### src/rtl/instr_feeder_pkg.sv
// Shared types and constants for the instruction feeder: FSM states, word
// layout, memory geometry and the halt opcode.
package instr_feeder_pkg;

   localparam int DEPTH  = 16;
   localparam int ADDR_W = 4;
   localparam int WORD_W = 16;
   localparam int CNT_W  = 8;

   // Instruction word layout: opcode[15:12], s4[11:8], s3[7:4], s2[3:0].
   localparam int OPC_HI = 15;
   localparam int OPC_LO = 12;
   localparam int S4_HI  = 11;
   localparam int S4_LO  = 8;
   localparam int S3_HI  = 7;
   localparam int S3_LO  = 4;
   localparam int S2_HI  = 3;
   localparam int S2_LO  = 0;

   localparam logic [3:0]       OPC_HALT  = 4'd15;
   localparam logic [CNT_W-1:0] COUNT_MAX = 8'd255;

   typedef enum logic [1:0] {
      ST_IDLE  = 2'd0,
      ST_FETCH = 2'd1,
      ST_ISSUE = 2'd2,
      ST_HALT  = 2'd3
   } state_t;

   typedef struct packed {
      logic [OPC_HI-OPC_LO:0] opcode;
      logic [S4_HI-S4_LO:0]   s4;
      logic [S3_HI-S3_LO:0]   s3;
      logic [S2_HI-S2_LO:0]   s2;
   } instr_t;

   function automatic logic [3:0] opcode_of(input logic [WORD_W-1:0] word);
      instr_t fields;
      fields = instr_t'(word);
      return fields.opcode;
   endfunction

   function automatic logic is_halt(input logic [WORD_W-1:0] word);
      return opcode_of(word) == OPC_HALT;
   endfunction

endpackage

### src/rtl/instr_feeder_mem.sv
// Program store for the instruction feeder: 16 words of 16 bits with a
// synchronous write port and an asynchronous read port. Contents survive reset.
module instr_mem
   import instr_feeder_pkg::*;
(
   input  logic              clk,
   input  logic              we,
   input  logic [ADDR_W-1:0] waddr,
   input  logic [WORD_W-1:0] wdata,
   input  logic [ADDR_W-1:0] raddr,
   output logic [WORD_W-1:0] rdata
);

   logic [WORD_W-1:0] mem [DEPTH];

   always_ff @(posedge clk) begin
      if (we) begin
         mem[waddr] <= wdata;
      end
   end

   assign rdata = mem[raddr];

endmodule

### src/rtl/instr_feeder.sv
// Instruction feeder: fetches words from a small program store and hands them to
// decode over a valid/ready link. Optional macro INSTR_FEEDER_SINGLE_STEP_EN
// gates each fetch on an operator step request.
module instr_feeder
   import instr_feeder_pkg::*;
(
   input  logic              clk,
   input  logic              rst,
   input  logic              load_we,
   input  logic [ADDR_W-1:0] load_addr,
   input  logic [WORD_W-1:0] load_data,
   input  logic              start,
   input  logic              step_req,
   input  logic              redirect_valid,
   input  logic [15:0]       redirect_addr,
   input  logic              instr_ready,
   output logic              instr_valid,
   output logic [WORD_W-1:0] instr,
   output logic [ADDR_W-1:0] instr_addr,
   output logic              busy,
   output logic              halted,
   output logic [CNT_W-1:0]  issue_count
);

   // Handshake: instr_valid is high for the whole of ISSUE and instr/instr_addr
   // hold still until the cycle where instr_valid && instr_ready (a transfer);
   // valid never drops without a transfer except on redirect or reset.

   state_t            state;
   logic [ADDR_W-1:0] ptr;
   logic [WORD_W-1:0] mem_rdata;
   logic              mem_we;
   logic              transfer;
   logic              step_ok;
   logic [ADDR_W-1:0] redirect_ptr;
   logic [CNT_W-1:0]  count_next;
   logic              unused_redirect_hi;

   // The store is writable only while nothing is being fetched from it.
   assign mem_we = load_we && !rst && ((state == ST_IDLE) || (state == ST_HALT));

   instr_mem u_mem (
      .clk   (clk),
      .we    (mem_we),
      .waddr (load_addr),
      .wdata (load_data),
      .raddr (ptr),
      .rdata (mem_rdata)
   );

   assign transfer           = (state == ST_ISSUE) && instr_valid && instr_ready;
   assign redirect_ptr       = redirect_addr[ADDR_W-1:0];
   assign unused_redirect_hi = ^redirect_addr[15:ADDR_W];
   assign count_next         = (issue_count == COUNT_MAX) ? issue_count : issue_count + 8'd1;

`ifdef INSTR_FEEDER_SINGLE_STEP_EN
   logic step_q;
   logic step_pending;
   logic fetch_go;

   assign fetch_go = (state == ST_FETCH) && !redirect_valid && step_pending;

   // A rising edge arriving in the same cycle as a consumed request stays pending.
   always_ff @(posedge clk) begin
      if (rst) begin
         step_q       <= 1'b0;
         step_pending <= 1'b0;
      end else begin
         step_q <= step_req;
         if (step_req && !step_q) begin
            step_pending <= 1'b1;
         end else if (fetch_go) begin
            step_pending <= 1'b0;
         end
      end
   end

   assign step_ok = step_pending;
`else
   logic unused_step;

   assign unused_step = step_req;
   assign step_ok     = 1'b1;
`endif

   always_ff @(posedge clk) begin
      if (rst) begin
         state       <= ST_IDLE;
         ptr         <= '0;
         instr       <= '0;
         instr_addr  <= '0;
         instr_valid <= 1'b0;
         busy        <= 1'b0;
         halted      <= 1'b0;
         issue_count <= '0;
      end else begin
         case (state)
            ST_IDLE, ST_HALT: begin
               if (start) begin
                  state       <= ST_FETCH;
                  ptr         <= '0;
                  issue_count <= '0;
                  busy        <= 1'b1;
                  halted      <= 1'b0;
               end
            end

            ST_FETCH: begin
               if (redirect_valid) begin
                  ptr <= redirect_ptr;
               end else if (step_ok) begin
                  state       <= ST_ISSUE;
                  instr       <= mem_rdata;
                  instr_addr  <= ptr;
                  instr_valid <= 1'b1;
               end
            end

            ST_ISSUE: begin
               if (transfer) begin
                  issue_count <= count_next;
                  instr_valid <= 1'b0;
                  ptr         <= redirect_valid ? redirect_ptr : ptr + 4'd1;
                  // A halt word is still counted and still honours a redirect.
                  if (is_halt(instr)) begin
                     state  <= ST_HALT;
                     busy   <= 1'b0;
                     halted <= 1'b1;
                  end else begin
                     state <= ST_FETCH;
                  end
               end else if (redirect_valid) begin
                  ptr         <= redirect_ptr;
                  instr_valid <= 1'b0;
                  state       <= ST_FETCH;
               end
            end

            default: begin
               state       <= ST_IDLE;
               instr_valid <= 1'b0;
               busy        <= 1'b0;
               halted      <= 1'b0;
            end
         endcase
      end
   end

endmodule

### config.mk
export PLATFORM = sky130hd
export DESIGN_NAME = instr_feeder
export DESIGN_NICKNAME = d
export VERILOG_FILES = /design/src/rtl/instr_feeder_pkg.sv /design/src/rtl/instr_feeder_mem.sv /design/src/rtl/instr_feeder.sv
export SDC_FILE = /design/constraint.sdc
export NUM_CORES = 1
export LEC_CHECK = 0
export ABC_AREA = 1
export BUFFER_PORTS_ARGS = -buffer_cell sky130_fd_sc_hd__buf_2
export CAP_MARGIN = 30
export CORE_AREA = 3 3 223 138
export CTS_BUF_LIST = sky130_fd_sc_hd__clkbuf_16
export CTS_CLUSTER_DIAMETER = 40
export CTS_CLUSTER_SIZE = 25
export DETAILED_ROUTE_END_ITERATION = 16
export DIE_AREA = 0 0 226 141
export GPL_ROUTABILITY_DRIVEN = 0
export PLACE_DENSITY_LB_ADDON = 0.08
export SLEW_MARGIN = 20
export SYNTH_ARGS = -nofsm -noshare
export SYNTH_HDL_FRONTEND = slang
export SYNTH_HIERARCHICAL = 1
export SYNTH_SLANG_ARGS = --single-unit
### constraint.sdc
create_clock -name clk -period 6.84 [get_ports clk]
set_clock_uncertainty 0.15 [all_clocks]
set_input_delay 0.342 -clock clk [delete_from_list [all_inputs] [get_ports clk]]
set_output_delay 0.342 -clock clk [all_outputs]
set_load 0.02 [all_outputs]
* Word-level counts from Yosys, hierarchy flattened
Memory sizes are Yosys's and may differ from the RTL's. A register that Yosys moved wholly into a read port is not among the register bits.
Index checks and enable logic that the tools add are counted.
** Storage, ports and cells
- Output and inout port bits :: 31
- Memories kept :: 1
- Input port bits :: 43
- Word-level logic and storage cells :: 66
- Bits in registers :: 21
- Memory bits (writable) :: 256
** Cells by class
- Bitwise gates (word level) :: 1
- Mux-type cells :: 29
- Reduce and logical (&&, ||, !) cells :: 15
- Add/sub/neg operators :: 2
- Eq/ne operators :: 11
** Memories
- u_mem.mem :: depth 16, width 16, read ports 1, clocked after memory_dff 1, wr ports 1, line instr_feeder_mem.sv:14 : logic [WORD_W-1:0] mem [DEPTH];
** Operators by type and width (number)
- $mux 8 :: 3
- $mux 4 :: 4
- $pmux 8 s2 :: 1
- $pmux 4 s3 :: 1
- $mux 1 :: 11
- $mux 2 :: 5
- $add 8x1->8 const B :: 1
- $eq 8x8->1 const B :: 1
- $ne 2x2->1 const B :: 4
- $reduce_and 4->1 :: 2
- $pmux 1 s2 :: 3
- $pmux 2 s3 :: 1
- $reduce_and 3->1 :: 2
- $add 4x1->4 const B :: 1
- $eq 2x2->1 const B :: 2
- $eq 4x4->1 const B :: 1
- $logic_and 1x1->1 :: 4
- $reduce_bool 2->1 :: 2
- $ne 3x3->1 const B :: 1
- $eq 2x1->1 const B :: 1
- $logic_not 2->1 :: 1
- $ne 2x1->1 const B :: 1
- $reduce_and 2->1 :: 1
- $reduce_or 2->1 :: 1
- 3 further kinds :: 3

* Longest topological paths before layout
- Depth after elaboration :: 5
- Gate-level depth with buffers :: 12
- Mapped depth without buffers :: 10

* Cells and area by module
The synthesis kept the hierarchy.
** By module, submodules not included
- instr_mem :: cells an instance 1058, instances 1, area an instance 11060.6 um^2, seq. area each 7687.4 um^2
- instr_feeder :: cells an instance 271, instances 1, area an instance 1848.0 um^2, seq. area each 740.7 um^2

* Least setup slack after synthesis
OpenSTA, ideal clock, no wires.
- Kind :: flip-flop to flip-flop
- From :: register state[0]
- To :: memory u_mem.mem[12][0], enable pin
- Cell stages (with the launch flop) :: 7
- Slack :: 4506 ps
- Library setup time :: 388 ps
- Arrival time :: 1796 ps
- Clock period less this slack :: 2334 ps
- Buffers on the path :: 0
- Required time :: 6302 ps
- Cell sequence :: dfxtp_1 inv_1 ha_1 nand2_1 nor2_1 nand3_1 nor2_1
** On the way
- Cells in the longest elaborated chain, start to end :: 5
- Elaborated cells on any way between the ends :: 6
- Those cells by class :: 1 x eq/ne; 2 x mux; 3 x reduce/logical
** Ends and longest elaborated chain
- from (decl) :: line instr_feeder.sv:29 : state_t state;
- from (signal assigned) :: line instr_feeder.sv:88 : state <= ST_IDLE;
- from (signal assigned) :: line instr_feeder.sv:100 : state <= ST_FETCH;
- from (signal assigned) :: line instr_feeder.sv:112 : state <= ST_ISSUE;
- $eq 2x2->1 / $logic_not 2->1 (equally long branches) :: line instr_feeder.sv:40 : assign mem_we = load_we && !rst && ((state == ST_IDLE) || (state == ST_HALT));
- $logic_or 1x1->1 (*) :: line instr_feeder.sv:40
- $logic_and 1x1->1 (*) :: line instr_feeder.sv:40
- via mem_we :: line instr_feeder.sv:32 : logic mem_we;
- $mux 1 (*) :: line instr_feeder_mem.sv:17 : if (we) begin
- $mux 1 (implied by the code) (*) :: line instr_feeder_mem.sv:18 : mem[waddr] <= wdata;
- to (decl) :: line instr_feeder_mem.sv:14
Mark *: on every way through the listed nets, which the timed path passes. The rest lies on a longest branch.

==> impl_metrics.csv <==
group,metric,value,unit
final_layout,n_antenna_cell,0,
timing,layout_setup_ws,3.60,ns
cts,clockRootBuffer,"clkbuf_16",
cts,cts_resized,0,
synthesis,synth_seq_area_share,65.3,%
floorplanning,core,28600,sq um
floorplanning,boundaryPins,74,
detailed_routing,wirelength,33000,microns
grt,antenna_found_initial,2,
timing,setup_violations,0,
grt,grt_max_degree,86,
timing,grt_setup_unrepaired,"no",
timing,tightest_slew,0.965,ns
final_layout,num-nets-final,1434,
cts,cts_buffer_depth,3,
synthesis,syn-cell-area,12900,sq um
timing,finalHoldViolations,0,
grt,track_usage,21.3,%
critical_path,cp_max_fo,70,
final_layout,most-common-layout-cells,"nand2_1, edfxtp_1, inv_1, nand3_1, buf_2",
grt,grt_pass1_wl,50800,microns
floorplanning,start_util,45.1,%
cts,cts_tree,"done",
place,pre_cts_ws,3.54,ns
flow_run,drv_cap,0,
timing,hold_ws,0.0334,ns
synthesis,synth_area_leader_cell,"edfxtp_1",
floorplanning,dieArea,31900,sq um
detailed_routing,route.detailed.drc,0,
final_layout,syn_to_final_growth,13.6,%
timing,layout_min_cycle_time,3.24,ns
cts,cts.sinks,293,
grt,grt_overflow,0,
timing,slew_headroom,35.6,%
final_layout,drive_above_1_share,12.1,%
final_layout,utilization,51.2,%
synthesis,synthCells,1329,
detailed_routing,drtAntennaViolNets,0,
critical_path,worst-endpoint-arrival,3.50,ns
cts,clock_latency,0.52,ns
final_layout,ff_latch_area,8430,sq um
final_layout,multi_input_area,3310,sq um
floorplanning,die_w,226,microns
pwr,cellPowerDensity,317,nW/um^2
final_layout,final_common_cell,"nand2_1",
synthesis,ys_ff_latch,293,
critical_path,crit_required,7.09,ns
synthesis,ys_warn_count,6,
detailed_routing,wl_per_cell,18.5,microns
pwr,p_leak,6.27,nW
detailed_routing,viasPerCell,4.92,
cts,cts_made_buffers,34,
detailed_routing,route.vias.total,8785,
place,port_buffers,60,
min_path,hold_class,"in2reg",
cts,path_clk_slew,0.05,ns
final_layout,nFillCells,2588,
synthesis,synthFlopType,"edfxtp_1",
timing,max_freq,308,MHz
detailed_routing,detail_route.first_pass.iterations,5,
floorplanning,die_height,141,microns
synthesis,syn_avg_cell_area,9.71,sq um
timing,min_period_over_period,47.4,%
synthesis,yosysTopAreaCellShare,59.6,%
critical_path,worstSetupPathType,"reg2reg",
place,dp_hpwl,17700,microns
critical_path,start_kind,"flop",
synthesis,syn_nets,1376,
synthesis,yosysUniqueCellTypes,33,
synthesis,synth_edf_count,256,
synthesis,yosys-top-cells-area,"edfxtp_1, nand2_1, nand3_1",
run_status,status,"completed",
floorplanning,rows,48,
cts,htree_levels,2,
critical_path,worstSetupEndpointType,"flop",
detailed_routing,drt_iter0_drc,858,
timing,maxSlewViolCount,0,
synthesis,synthArstFlopShare,0,%
pwr,vdd_ir_drop_max,0.158,mV
grt,grt_pass1_vias,8310,
timing,tns,0,ns
==> cells in the mapped netlist (2+ instances only) <==
library cell,number
nand2_1,402
edfxtp_1,256
inv_1,217
nand3_1,210
nor2_1,74
dfxtp_1,37
buf_2,23
o21ai_0,23
buf_4,19
a21oi_1,15
clkbuf_1,10
buf_6,5
inv_2,5
buf_1,4
ha_1,4
a21oi_2,3
nor2_4,3
nand2_2,2
nand3b_1,2
nand4_1,2
==> critical path, stage by stage (launching register included) <==
cell and delay (ns):
dfxtp_4 0.74, clkinv_2 0.73, buf_4 0.46, buf_16 0.23
nand2_1 0.11, nand2_1 0.05, nand2_1 0.05, nand3_1 0.11
nand3_1 0.11, nand2_1 0.13, nor2_1 0.13, nor2_1 0.07
==> state kept, by name, indices dropped and copies added (netlist names) <==
| signal | flops |
|---|---|
| state | 2 |
| halted | 1 |
| u_mem/mem | 256 |
| issue_count | 8 |
| ptr | 4 |
| instr_valid | 1 |
| busy | 1 |
| instr | 16 |
| instr_addr | 4 |
==> through the flow <==
step | cells | cell area [sq um] | total power [mW]
6_report | 1786 | 14700 | 4.65
5_1_grt | 1786 | 14700 | 4.87
4_1_cts | 1785 | 14600 | 4.69
3_5_place_dp | 1724 | 13500 | 2.90
3_3_place_gp | 1724 | 13500 | 2.89
2_1_floorplan | 1329 | 12900 | 2.65
==> logic make-up (layout without fill, tap and decap cells) <==
family | Yosys count | after routing | share of synthesized area (%)
DFF | 293 | 293 | 65.3
xor gates and xnor gates | 2 | 2 | 0.136
adders and majority gates | 4 | 4 | 0.388
buffers and inverters | 285 | 367 | 9.39
AOI/OAI and AO/OA | 46 | 46 | 2.03
and+or+nand+nor | 699 | 699 | 22.8
==> path summary, 6_finish.rpt <==
check | startpoint | end | slack [ns] | cells past startpoint
max | ptr[0] | instr[10] | 3.60 | 11
min | redirect_addr[0] | ptr[0] | 0.03 | 5
max reg2reg | ptr[0] | instr[10] | 3.60 | 11
min reg2reg | instr_addr[2] | instr_addr[2] | 0.31 | 2
==> final cells by class <==
| class | instances | area share [%] |
|---|---|---|
| Clock inverter | 23 | 1.26 |
| Timing Repair Buffer | 83 | 3.38 |
| Sequential cell | 293 | 57.5 |
| Inverter | 224 | 5.77 |
| Clock buffer | 37 | 6.31 |
| Tap cell | 375 | 3.20 |
| Multi-Input combinational cell | 751 | 22.6 |
==> power breakdown <==
group	internal (mW)	switching [mW]
Sequential	2.01	0.0465
Combinational	0.218	0.583
Clock	1.06	0.731
Total	3.29	1.36
==> routing by layer <==
metal  share of wire, %  global-route usage [%]
met3                5.8                    3.70
met4                1.6                    5.01
met5              0.064                       0
met1                 48                    30.9
met2                 45                    33.7
==> timing repair <==
action                    4_1_cts  5_1_grt
buffers inserted                0        0
hold endpoints to repair        3        0
hold buffers                    1        0
Note: power is estimated with default switching activity, not from simulation.
